**src/rtl/uart_av_pkg.sv**
```systemverilog
// Shared types and constants for the UART byte-stream to Avalon-MM bridge.
// Latency: n/a (declarations only).
// Backpressure: n/a.
package uart_av_pkg;

  // Frame parser / access sequencer states
  typedef enum logic [2:0] {
    IDLE,
    ADDR,
    WDATA,
    WRITE,
    READ,
    RWAIT,
    RESP
  } state_t;

  localparam logic [7:0] ACK_BYTE   = 8'hA5;
  localparam logic [7:0] ERR_BYTE   = 8'hEE;
  localparam int         CMD_WR_BIT = 7;

endpackage

```
**src/rtl/uart_av_timeout.sv**
```systemverilog
// Inter-byte watchdog: reloadable down-counter that flags when a run of idle cycles reaches LOAD_VAL.
// Latency: o_expire is combinational in the LOAD_VAL-th enabled cycle after the last load.
// Backpressure: none; i_load has priority over i_clr, which has priority over counting.
module uart_av_timeout #(
  parameter int unsigned LOAD_VAL = 100000
) (
  input  logic clk_i,
  input  logic reset_i,
  input  logic i_load,
  input  logic i_clr,
  input  logic i_en,
  output logic o_expire
);

  localparam int CW = $clog2(LOAD_VAL + 1);

  logic [CW-1:0] r_cnt;

  // Reload on activity, clear when unused, otherwise count idle cycles down to zero
  always_ff @(posedge clk_i or posedge reset_i) begin
    if (reset_i)                      r_cnt <= '0;
    else if (i_load)                  r_cnt <= CW'(LOAD_VAL);
    else if (i_clr)                   r_cnt <= '0;
    else if (i_en && (r_cnt != '0))   r_cnt <= r_cnt - CW'(1);
  end

  // Last allowed idle cycle with no fresh load: the window has run out
  assign o_expire = i_en && !i_load && (r_cnt == CW'(1));

endmodule

```
**src/rtl/uart_av_bridge.sv**
```systemverilog
// Parses command frames from an RX byte stream, issues one Avalon-MM write/read, returns ack/data bytes on TX.
// Latency: Avalon access in the cycle after the final frame byte; read data captured RD_LATENCY cycles after avm_read.
// Backpressure: TX held valid until tx_ready_i; RX has none, bytes arriving while busy are dropped with rx_overrun_o.
module uart_av_bridge
  import uart_av_pkg::*;
#(
  parameter int DW          = 32,
  parameter int AW          = 16,
  parameter int RD_LATENCY  = 1,
  parameter int TIMEOUT_CYC = 100000
) (
  input  logic            clk_i,
  input  logic            reset_i,
  input  logic [7:0]      rx_data_i,
  input  logic            rx_valid_i,
  output logic [7:0]      tx_data_o,
  output logic            tx_valid_o,
  input  logic            tx_ready_i,
  output logic [AW-1:0]   avm_address,
  output logic [DW/8-1:0] avm_byteenable,
  output logic            avm_write,
  output logic [DW-1:0]   avm_writedata,
  output logic            avm_read,
  input  logic [DW-1:0]   avm_readdata,
  output logic            busy_o,
  output logic            err_timeout_o,
  output logic            rx_overrun_o
);

  localparam int NB_D = DW / 8;
  localparam int NB_A = AW / 8;
  localparam int LW   = $clog2(RD_LATENCY + 1);

  state_t            r_state, w_next;
  logic              r_wr;
  logic [NB_D-1:0]   r_be;
  logic [AW-1:0]     r_addr;
  logic [DW-1:0]     r_wdata;
  logic [DW-1:0]     r_tx_buf;
  logic [7:0]        r_byte_cnt;
  logic [7:0]        r_tx_cnt;
  logic [LW-1:0]     r_lat;

  logic w_in_frame, w_accept, w_tmo_en, w_expire;
  logic w_last_addr, w_last_data, w_lat_done, w_access;

  assign w_in_frame  = (r_state == ADDR) || (r_state == WDATA);
  assign w_accept    = rx_valid_i && ((r_state == IDLE) || w_in_frame);
  assign w_tmo_en    = w_in_frame && !rx_valid_i;
  assign w_last_addr = (r_byte_cnt == 8'(NB_A - 1));
  assign w_last_data = (r_byte_cnt == 8'(NB_D - 1));
  assign w_lat_done  = (r_lat == LW'(RD_LATENCY));

  uart_av_timeout #(
    .LOAD_VAL (TIMEOUT_CYC)
  ) u_timeout (
    .clk_i    (clk_i),
    .reset_i  (reset_i),
    .i_load   (w_accept),
    .i_clr    (!w_in_frame),
    .i_en     (w_tmo_en),
    .o_expire (w_expire)
  );

  // State register
  always_ff @(posedge clk_i or posedge reset_i) begin
    if (reset_i) r_state <= IDLE;
    else         r_state <= w_next;
  end

  // Next-state: walk the frame, then access, then drain the response
  always_comb begin
    w_next = r_state;
    case (r_state)
      IDLE:  if (rx_valid_i) w_next = (rx_data_i[NB_D-1:0] == '0) ? RESP : ADDR;
      ADDR:  begin
        if (rx_valid_i) begin
          if (w_last_addr) w_next = r_wr ? WDATA : READ;
        end else if (w_expire) begin
          w_next = IDLE;
        end
      end
      WDATA: begin
        if (rx_valid_i) begin
          if (w_last_data) w_next = WRITE;
        end else if (w_expire) begin
          w_next = IDLE;
        end
      end
      WRITE: w_next = RESP;
      READ:  w_next = RWAIT;
      RWAIT: if (w_lat_done) w_next = RESP;
      RESP:  if (tx_ready_i && (r_tx_cnt == 8'd1)) w_next = IDLE;
      default: w_next = IDLE;
    endcase
  end

  // Datapath: command/address/data shift-in, read-latency count, response shift-out
  always_ff @(posedge clk_i or posedge reset_i) begin
    if (reset_i) begin
      r_wr       <= 1'b0;
      r_be       <= '0;
      r_addr     <= '0;
      r_wdata    <= '0;
      r_tx_buf   <= '0;
      r_byte_cnt <= '0;
      r_tx_cnt   <= '0;
      r_lat      <= '0;
    end else begin
      case (r_state)
        IDLE: if (rx_valid_i) begin
          r_wr       <= rx_data_i[CMD_WR_BIT];
          r_be       <= rx_data_i[NB_D-1:0];
          r_addr     <= '0;
          r_wdata    <= '0;
          r_byte_cnt <= '0;
          if (rx_data_i[NB_D-1:0] == '0) begin
            r_tx_buf <= DW'(ERR_BYTE) << (DW - 8);
            r_tx_cnt <= 8'd1;
          end
        end
        ADDR: if (rx_valid_i) begin
          r_addr     <= (r_addr << 8) | AW'(rx_data_i);
          r_byte_cnt <= w_last_addr ? 8'd0 : r_byte_cnt + 8'd1;
        end
        WDATA: if (rx_valid_i) begin
          r_wdata    <= (r_wdata << 8) | DW'(rx_data_i);
          r_byte_cnt <= w_last_data ? 8'd0 : r_byte_cnt + 8'd1;
        end
        WRITE: begin
          r_tx_buf <= DW'(ACK_BYTE) << (DW - 8);
          r_tx_cnt <= 8'd1;
        end
        READ:  r_lat <= LW'(1);
        RWAIT: begin
          if (w_lat_done) begin
            r_tx_buf <= avm_readdata;
            r_tx_cnt <= 8'(NB_D);
          end else begin
            r_lat <= r_lat + LW'(1);
          end
        end
        RESP: if (tx_ready_i) begin
          r_tx_buf <= r_tx_buf << 8;
          r_tx_cnt <= r_tx_cnt - 8'd1;
        end
        default: ;
      endcase
    end
  end

  // Avalon bus is driven only during the single access cycle, zero otherwise
  assign w_access       = (r_state == WRITE) || (r_state == READ);
  assign avm_write      = (r_state == WRITE);
  assign avm_read       = (r_state == READ);
  assign avm_address    = w_access ? r_addr : '0;
  assign avm_byteenable = w_access ? r_be : '0;
  assign avm_writedata  = (r_state == WRITE) ? r_wdata : '0;

  assign tx_valid_o    = (r_state == RESP);
  assign tx_data_o     = (r_state == RESP) ? r_tx_buf[DW-1 -: 8] : 8'h00;
  assign busy_o        = (r_state != IDLE);
  assign err_timeout_o = w_expire;
  assign rx_overrun_o  = rx_valid_i && !((r_state == IDLE) || w_in_frame);

endmodule

```
**config.mk**
```make
export PLATFORM = sky130hd
export DESIGN_NAME = uart_av_bridge
export DESIGN_NICKNAME = d
export VERILOG_FILES = /design/src/rtl/uart_av_pkg.sv /design/src/rtl/uart_av_timeout.sv /design/src/rtl/uart_av_bridge.sv
export SDC_FILE = /design/constraint.sdc
export NUM_CORES = 1
export LEC_CHECK = 0
export BUFFER_PORTS_ARGS = -buffer_cell sky130_fd_sc_hd__buf_4
export CORE_AREA = 4 4 100 126
export DETAILED_ROUTE_END_ITERATION = 10
export DIE_AREA = 0 0 104 130
export HOLD_SLACK_MARGIN = 0.08
export PLACE_DENSITY = 0.78
export SETUP_SLACK_MARGIN = 0.2
export SLEW_MARGIN = 20
export SYNTH_ARGS = -nofsm -noshare
export SYNTH_HDL_FRONTEND = slang
export SYNTH_HIERARCHICAL = 1
export SYNTH_SLANG_ARGS = --single-unit
```
**constraint.sdc**
```tcl
create_clock -name clk_i -period 4.3 [get_ports clk_i]
set_clock_uncertainty 0.1 [all_clocks]
set_input_delay 0.43 -clock clk_i [delete_from_list [all_inputs] [get_ports clk_i]]
set_output_delay 0.43 -clock clk_i [all_outputs]
set_load 0.03 [all_outputs]
```
==> results.txt, run 1 <==
The run finished with clean final reports. Summing the areas of all compound-gate instances in the mapped netlist gives between 10% and 20% of the synthesized area. The share of cell area taken by muxes after synthesis is about 2.0%.

The number of standard-cell rows in the floorplan came out at 44. The die span in x came out at 104 um. The largest stage delay on the critical path came out at approximately 0.45 ns. In this run the register-to-register setup slack is 0.92 ns. The total track usage came out at between 20% and 30%. Fill cells in the final layout number 900. The max-slew violation count was 0.

The routed wirelength normalized by instance count is approximately 16 um. By area, the combinational part of the netlist is dominated by simple AND/OR/NAND/NOR gates. The leakage power total is 3.558 nW. In this run the cell area of the synthesized design comes to between 6000 and 7000 sq um. The overall overflow remaining after global route came out at 0.

The number of design rule violations left after detail routing is 0. For this design, the sink count on the clock tree is between 100 and 150. The post-route setup TNS came out at 0 ns. The region available for standard cell placement spans 11450 sq um. The portion of the post-synthesis area used by sequential elements came out at between 40% and 50%. The area enclosed by the die boundary came out at ~14000 sq um. The met3 track demand over resource in global routing is slightly above 5%.

The critical path goes through buf_4 -> nand2b_1 -> a21oi_1 -> inv_1 -> nor2_2 -> nand3_1 -> nor4b_1 -> buf_4 -> buf_4. The start of the worst register-to-register path is r_state[0]. The peak clock frequency supported by timing is about 270 MHz. The Yosys warning count came out at 6.

Once detail routing completed, the nets flagged for antenna violations numbered 0. In this run, synthesis inferred 0 flip-flops with an integrated enable. The net count after synthesis came out at between 700 and 800. The min-delay analysis places its worst path in the category input pin to flip-flop.

The worst voltage drop across the vdd grid is between 0.3 and 0.4 mV. The layout cell share with drive strength beyond 1 came out at roughly a fifth. The relative max-transition margin is a little over a third. In the synthesized netlist the dominant register cell turns out to be dfrtp_1.

The global routing usage on met2 came out at between 30% and 40%. The clock buffer count from CTS is 17. The count of TritonRoute iterations in the first routing pass came out at 8. The number of design-rule violations left by the first detailed-router iteration came out at 318. The launch point of the worst hold path is avm_readdata[7]. After Yosys synthesis, XOR and XNOR cells account for less than 1% of the synthesized area. STA classifies the critical path endpoint as a primary output. The pre-CTS setup slack is 0.8448 ns. The number of buffer and inverter instances along the worst setup path is 4. The top fanout value on the critical path is 26. The critical path's slowest cell is dfrtp_1.

The count of cells along the worst hold path came out at 3. The fraction of registers with async set/reset is 100.0%. The shortest period the worst path allows is about 3.7 ns. The number of distinct library cell variants in the gate-level netlist after synthesis is 59. The layout overhead on the synthesized area is 23.45%. In this run the most used layer during global routing was met2.

The total I/O pin count came out at 110. At the end of the flow, the number of nets in the layout was 857. The critical path depth in cells came out at 9. The initial core utilization is 54.74%. TritonCTS built the clock tree. The met1 usage in global routing came out at 29.14%. The endpoint identified for the worst register-to-register timing path is r_state[1].

The most area-hungry cell type in the Yosys netlist is dfrtp_1. The first-pass GRT wire length is around 25 mm. The largest net degree at the start of global routing came out at between 70 and 80. The count of buffers added by post-CTS timing repair for setup came out at 0.

The source-to-sink clock delay at the later pin of the worst-skew pair is just over 0.4 ns. Counting stages on the worst path, the most repeated cell is buf_4. The worst hold path terminates at r_tx_buf[7].

Data on the critical path is required at its endpoint by 3.77 ns. Summed over its instances, the top area cell type makes up between 40 and 50% of the synthesized netlist area. The routed design has roughly 15 mm of wire. The worst-margin pin slew is between 0.9 and 1 ns.

The clock transition time at the flip-flop clock pins of the worst setup and hold paths is 0.06 ns. The total vias in the final route is roughly 5400. The number of antenna repair diodes is 0. The final worst-path setup slack is a little over 0.6 ns. The cell type group with the largest total delay on the critical path is simple AND/OR/NAND/NOR gates. The root buffer cell chosen for the clock tree is clkbuf_16. The initial antenna violation count is 0. After synthesis, the cell types taking the most area are dfrtp_1, nand2_1, o21ai_0. STA classifies the critical path startpoint as a flip-flop. STA puts the critical path data arrival time at roughly 3.2 ns.

The worst-case clock buffer depth is 2. In the routed layout, each cell is associated on average with a via count of between 5 and 6. The power density normalized to cell area came out at roughly 700 nW/um^2. At the end of routability-driven placement, the weighted congestion stood at roughly 0.90.

The number of levels in the clock H-tree is 4. The worst setup path is of the flip-flop to primary output kind. During placement, the flow inserted port buffers numbering between 100 and 150. The number of cells on the worst reg-to-reg path is 12. After synthesis, the mean cell area works out to ~9 sq um. The period utilization came out at a little under nine tenths. Setup repair after global routing left no endpoint under its margin. The final number of hold-violating endpoints came out at 0. Of the total synthesized cell area, the portion taken by AND, OR, NAND and NOR gates is between 20% and 30%. The count of maximum capacitance violations came out at 0. The fraction of the mapped netlist area in adder cells came out at 1.198%.

Summed over all nets, the half-perimeter wirelength after detailed placement is slightly above 10 mm. The count of state elements after synthesis is 122. The number of global-route vias before repair is 5189. The number of instances in the synthesized netlist is just over 700. The worst hold slack is about 0.16 ns. The setup violation total in the final timing report is 0.

The die extent in y came out at around 130 um.
[worst max path at each step]
stage | start | slack, ns | endpoint
floorplan | r_state[1] | 0.77 | r_state[1]
global placement | r_state[0] | 0.95 | r_state[1]
detailed placement | r_state[0] | 0.84 | r_state[1]
CTS | r_state[0] | 0.46 | err_timeout_o
global route | r_state[0] | 0.33 | err_timeout_o
finish | r_state[0] | 0.62 | err_timeout_o
[sequential cells by signal, summed over array words and instances (netlist names)]
| register | flops |
|---|---|
| r_tx_buf | 32 |
| r_wdata | 32 |
| u_timeout/r_cnt | 17 |
| r_addr | 16 |
| r_byte_cnt | 8 |
| r_tx_cnt | 8 |
| r_be | 4 |
| r_state | 3 |
| r_lat | 1 |
| r_wr | 1 |
[cell usage after synthesis, types with 9 or more instances]
master / number
clkbuf_1: 34
o21ai_1: 9
or3_1: 10
nor2b_1: 26
nor2_1: 35
nand4_1: 10
a22oi_1: 17
o21ai_0: 82
and3_1: 10
a21oi_1: 26
inv_1: 17
and2_1: 34
dfrtp_1: 122
nand2_1: 161
[final cells by class]
cell class / count / area (sq um) / area share (%)
sequential: 122 / 3053 / 39.45
multi-input combinational: 531 / 2953 / 38.16
timing repair buffer: 118 / 888.4 / 11.48
clock buffer: 18 / 439.2 / 5.675
tap: 138 / 172.7 / 2.231
clock inverter: 13 / 166.4 / 2.150
inverter: 17 / 66.31 / 0.8569
[power by group]
| part | internal [mW] | switching (mW) |
|---|---|---|
| registers | 1.53 | 0.307 |
| logic | 0.741 | 1.40 |
| clock network | 0.928 | 0.528 |
[repair_timing]
item / in CTS / in global routing
resized for setup: 0 / 1
endpoints found under the setup margin: 0 / 1
endpoints found under the hold margin: 17 / 0
hold buffers: 1 / 0
[cell usage in the layout (no fill, tap or decap), types with 5 or more instances in the layout]
| cell | Yosys | layout |
|---|---|---|
| nand2_1 | 161 | 160 |
| dfrtp_1 | 122 | 122 |
| buf_4 | 1 | 117 |
| o21ai_0 | 82 | 82 |
| and2_1 | 34 | 34 |
| nor2_1 | 35 | 32 |
| nor2b_1 | 26 | 26 |
| a21oi_1 | 26 | 26 |
| a22oi_1 | 17 | 17 |
| clkbuf_16 | 0 | 17 |
| inv_1 | 17 | 16 |
| nand4_1 | 10 | 10 |
| or3_1 | 10 | 10 |
| and3_1 | 10 | 10 |
| o21ai_1 | 9 | 9 |
| o22ai_1 | 8 | 8 |
| nor3_1 | 8 | 8 |
| a21o_1 | 7 | 7 |
| nand2b_1 | 6 | 6 |
| mux2_2 | 6 | 6 |
| mux2i_1 | 6 | 6 |
| ha_1 | 6 | 6 |
| nor4_1 | 5 | 5 |
| nand3_1 | 6 | 5 |
| xor2_1 | 5 | 5 |
[tightest hold or removal path, delay by kind of cell]
family	cells	cell delay, ns
buffers and inverters	1	0.10
AOI/OAI and AO/OA	1	0.06
and+or+nand+nor	1	0.04
[layer usage]
layer  vias up  wire (um)  share of wire, %
li1       2647          -                 -
met1      2586       6481                42
met2       166       7716                50
met3        31        792               5.2
met4         0        291               1.9
met5         -          0                 0
[cells by family after synthesis]
family | Yosys count
AOI/OAI and AO/OA | 180
xor gates and xnor gates | 6
adders and majority gates | 6
buffers and inverters | 63
DFF | 122
muxes | 12
and+or+nand+nor | 327
[metrics by stage]
step                      instance area [sq um]  utilization, %  std cells  power [mW]
after CTS                                  7734           67.54        957       5.437
after global placement                     7118           62.16        925       3.875
after detailed placement                   7118           62.16        925       3.963
final                                      7739           67.58        957       5.437
after floorplan                            6269               -        716       3.450
after global routing                       7739           67.58        957       5.810
(Power assumes the default switching activity.)
==> run 2, diff against run 1 <==
PLACE_DENSITY = 0.89   (was 0.78)
==> run 2 against run 1 <==
Net effect:
- worst setup slack worse by 0.0034 ns
- flip-flop and latch count is the same
- die area stayed put
- clock power increased by 3%
- critical path depth is 1 lower
- utilization increased by 0.22 points
- sequential power is essentially flat
- sequential share of layout area is 0.13 points lower
- first-iteration DRC count rose by 12%
==> results.txt, run 2 (synthesis results as in run 1) <==
The run finished with clean final reports. The worst voltage drop across the vdd grid is 0.5355 mV (+39%). The length of routed wiring on met1 is 6.189 mm (-4.5%). The estimated wirelength of the detail-placed design came out at 9.858 mm (-4.8%).

The total vias in the final route is 5542 (+2.1%). The final wirelength came to 15.19 mm (-0.63%). The placed standard-cell area was 7118 sq um (unchanged).

The first-pass GRT wire length came out at 25.46 mm (+0.68%). The total track usage came to 23.18% (+0.23 points). The final worst-path setup slack came out at 0.6171 ns (-0.003372 ns).

The worst-margin pin slew came out at 1.069 ns (+0.09916 ns). The detail-routed via count per cell came to 5.785 (+2.0%). The routed wirelength normalized by instance count came out at 15.85 um (-0.74%). The count of maximum capacitance violations is 0 (unchanged).

The type of element capturing the critical path is a primary output. The number of nets in the layout came out at 857 (unchanged). The count of placed standard cells in the final layout, fillers left out is 958 (+0.10%). The start of the worst register-to-register path is r_state[1].

The shortest period the worst path allows came out at 3.683 ns (+0.003372 ns). The final design instance area without fill came to 7764 sq um (+0.32%). The min-delay analysis places its worst path in the category input pin to flip-flop.

The clock transition time at the flip-flop clock pins of the worst setup and hold paths is 0.06 ns (about the same). The overall overflow remaining after global route came out at 0 (unchanged). The worst-case clock buffer depth was 2 (unchanged). The initial core utilization came to 54.74% (unchanged). The number of cells on the worst reg-to-reg path was 11 (-1). The number of routed nets with antenna violations is 0 (unchanged).

The count of buffers added by post-CTS timing repair for setup came out at 0 (unchanged). The minimum setup slack among reg-to-reg paths came out at 0.99 ns (+0.07 ns). The number of design rule violations left after detail routing came out at 0 (unchanged).

The destination of the critical timing path is err_timeout_o. The critical path in this run is classified as flip-flop to primary output. The signal arrival time at the worst endpoint was 3.15 ns (about the same).

The clock buffer count from CTS came out at 17 (unchanged). The source-to-sink clock delay at the later pin of the worst-skew pair is 0.41 ns (about the same). The top fanout value on the critical path came out at 49 (+88%).

The core box area is 11450 sq um (unchanged). The final weighted congestion in routability-driven placement came out at 0.8274 (-7.9%). The most common library cell in the layout ignoring fill and taps is nand2_1. The TritonCTS sink count was 122 (unchanged). The total met3 wirelength after detailed routing came out at 996 um (+26%). The largest net degree at the start of global routing is 86 (+8.9%). The number of design-rule violations left by the first detailed-router iteration was 357 (+12%). The required time of the critical path came out at 3.77 ns (about the same). The relative max-transition margin came to 28.64% (-6.7 points).

The area enclosed by the die boundary came out at 13520 sq um (unchanged). The initial antenna violation count is 0 (unchanged). The layout cell share with drive strength beyond 1 is 21.22% (+0.096 points). The worst setup path is launched from a flip-flop. The count of input and output buffers was 109 (unchanged). The peak clock frequency supported by timing came out at 271.5 MHz (about the same). TritonCTS built the clock tree. The max-slew violation count came to 0 (unchanged).

The post-route setup TNS came out at 0 ns (unchanged). Routed signal wires occupy layers up through met4. The power density normalized to cell area was 706.5 nW/um^2 (+0.56%).

The final number of hold-violating endpoints is 0 (unchanged). The routed length on met2 came out at 7.560 mm (-2.0%). The total power after layout came to 5.485 mW (+0.89%). The period utilization is 85.65% (about the same).

The cell at the root of the clock tree is clkbuf_16. The number of global-route vias before repair is 5229 (+0.77%). The total I/O pin count came out at 110 (unchanged). The largest registers in the layout are r_tx_buf: 32 flops, r_wdata: 32 flops, u_timeout/r_cnt: 17 flops.

The number of antenna repair diodes came out at 0 (unchanged). The number of placed instances with taps included came out at 925 (unchanged). The count of TritonRoute iterations in the first routing pass came out at 6 (-2).

The number of standard-cell rows in the floorplan came out at 44 (unchanged). The leakage power total came out at 3.569 nW (+0.31%). The source of the critical timing path is r_state[1]. Setup repair after global routing left no endpoint under its margin.

The layout overhead on the synthesized area came out at 23.85%. The setup violation total in the final timing report came to 0 (unchanged). The pre-CTS setup slack is 0.5358 ns (-0.3090 ns). The die span in x is 104 um (unchanged). The die extent in y was 130 um (unchanged).

Leaving out fill and tap cells, the most frequent cells in the layout are nand2_1, dfrtp_1, buf_4. The worst register-to-register path ends at r_state[1]. The number of levels in the clock H-tree came out at 4 (unchanged).
run 2: cell types whose count changed in the layout (fill, tap and decap cells not counted), sizes merged:
cell and change:
inv +3, clkinvlp -2
run 2: worst min-delay path by stage:
stage | from | endpoint | slack (ns) | cells past startpoint
finish | avm_readdata[5] | r_tx_buf[5] | 0.16 | 3
global route | rx_data_i[7] | r_wr | 0.16 | 3
CTS | rx_data_i[7] | r_wr | 0.15 | 3
detailed placement | r_lat | r_lat | 0.35 | 2
global placement | r_lat | r_lat | 0.34 | 2
floorplan | reset_i | u_timeout/r_cnt[0] | 0.26 | 1
run 2: per-layer routing:
| layer | GRT usage, % | up-vias |
|---|---|---|
| met1 | 29.91 | 2625 |
| met4 | 10.80 | 0 |
| met2 | 37.58 | 213 |
| met5 | 0 | - |
| li1 | - | 2665 |
| met3 | 5.344 | 39 |
run 2: report_power, final:
| group | switching (mW) | leakage (nW) | total [mW] | internal (mW) |
|---|---|---|---|---|
| clock | 0.556 | 0.303 | 1.50 | 0.940 |
| sequential | 0.332 | 1.63 | 1.87 | 1.53 |
| combinational | 1.37 | 1.64 | 2.12 | 0.752 |
run 2: worst max-delay path, stage by stage (launching register included):
cell	delay, ns
dfrtp_1	0.35
buf_6	0.31
nand2b_1	0.34
a21oi_1	0.28
inv_1	0.24
nor2_2	0.39
nand3_1	0.14
nor4b_2	0.43
buf_4	0.25
run 2: timing repair:
action                                  in CTS  in global routing
hold buffers                                 1                  0
gates resized for setup                      1                  2
endpoints found under the setup margin       1                  1
hold endpoints to repair                    17                  0
run 2: area by class of cell:
class,count,area [sq um]
Clock buffer,18,439.2
Clock inverter,14,181.4
Tap cell,138,172.7
Sequential cell,122,3053
Multi-Input combinational cell,531,2957
Inverter,17,68.82
Fill cell,857,3687
Timing Repair Buffer,118,892.1
run 2: per-stage QoR:
stage,hold slack [ns],util (%)
floorplan,0.2561,-
global placement,0.3423,62.16
detailed placement,0.3492,62.16
CTS,0.1479,67.69
global route,0.1641,67.80
finish,0.1596,67.80
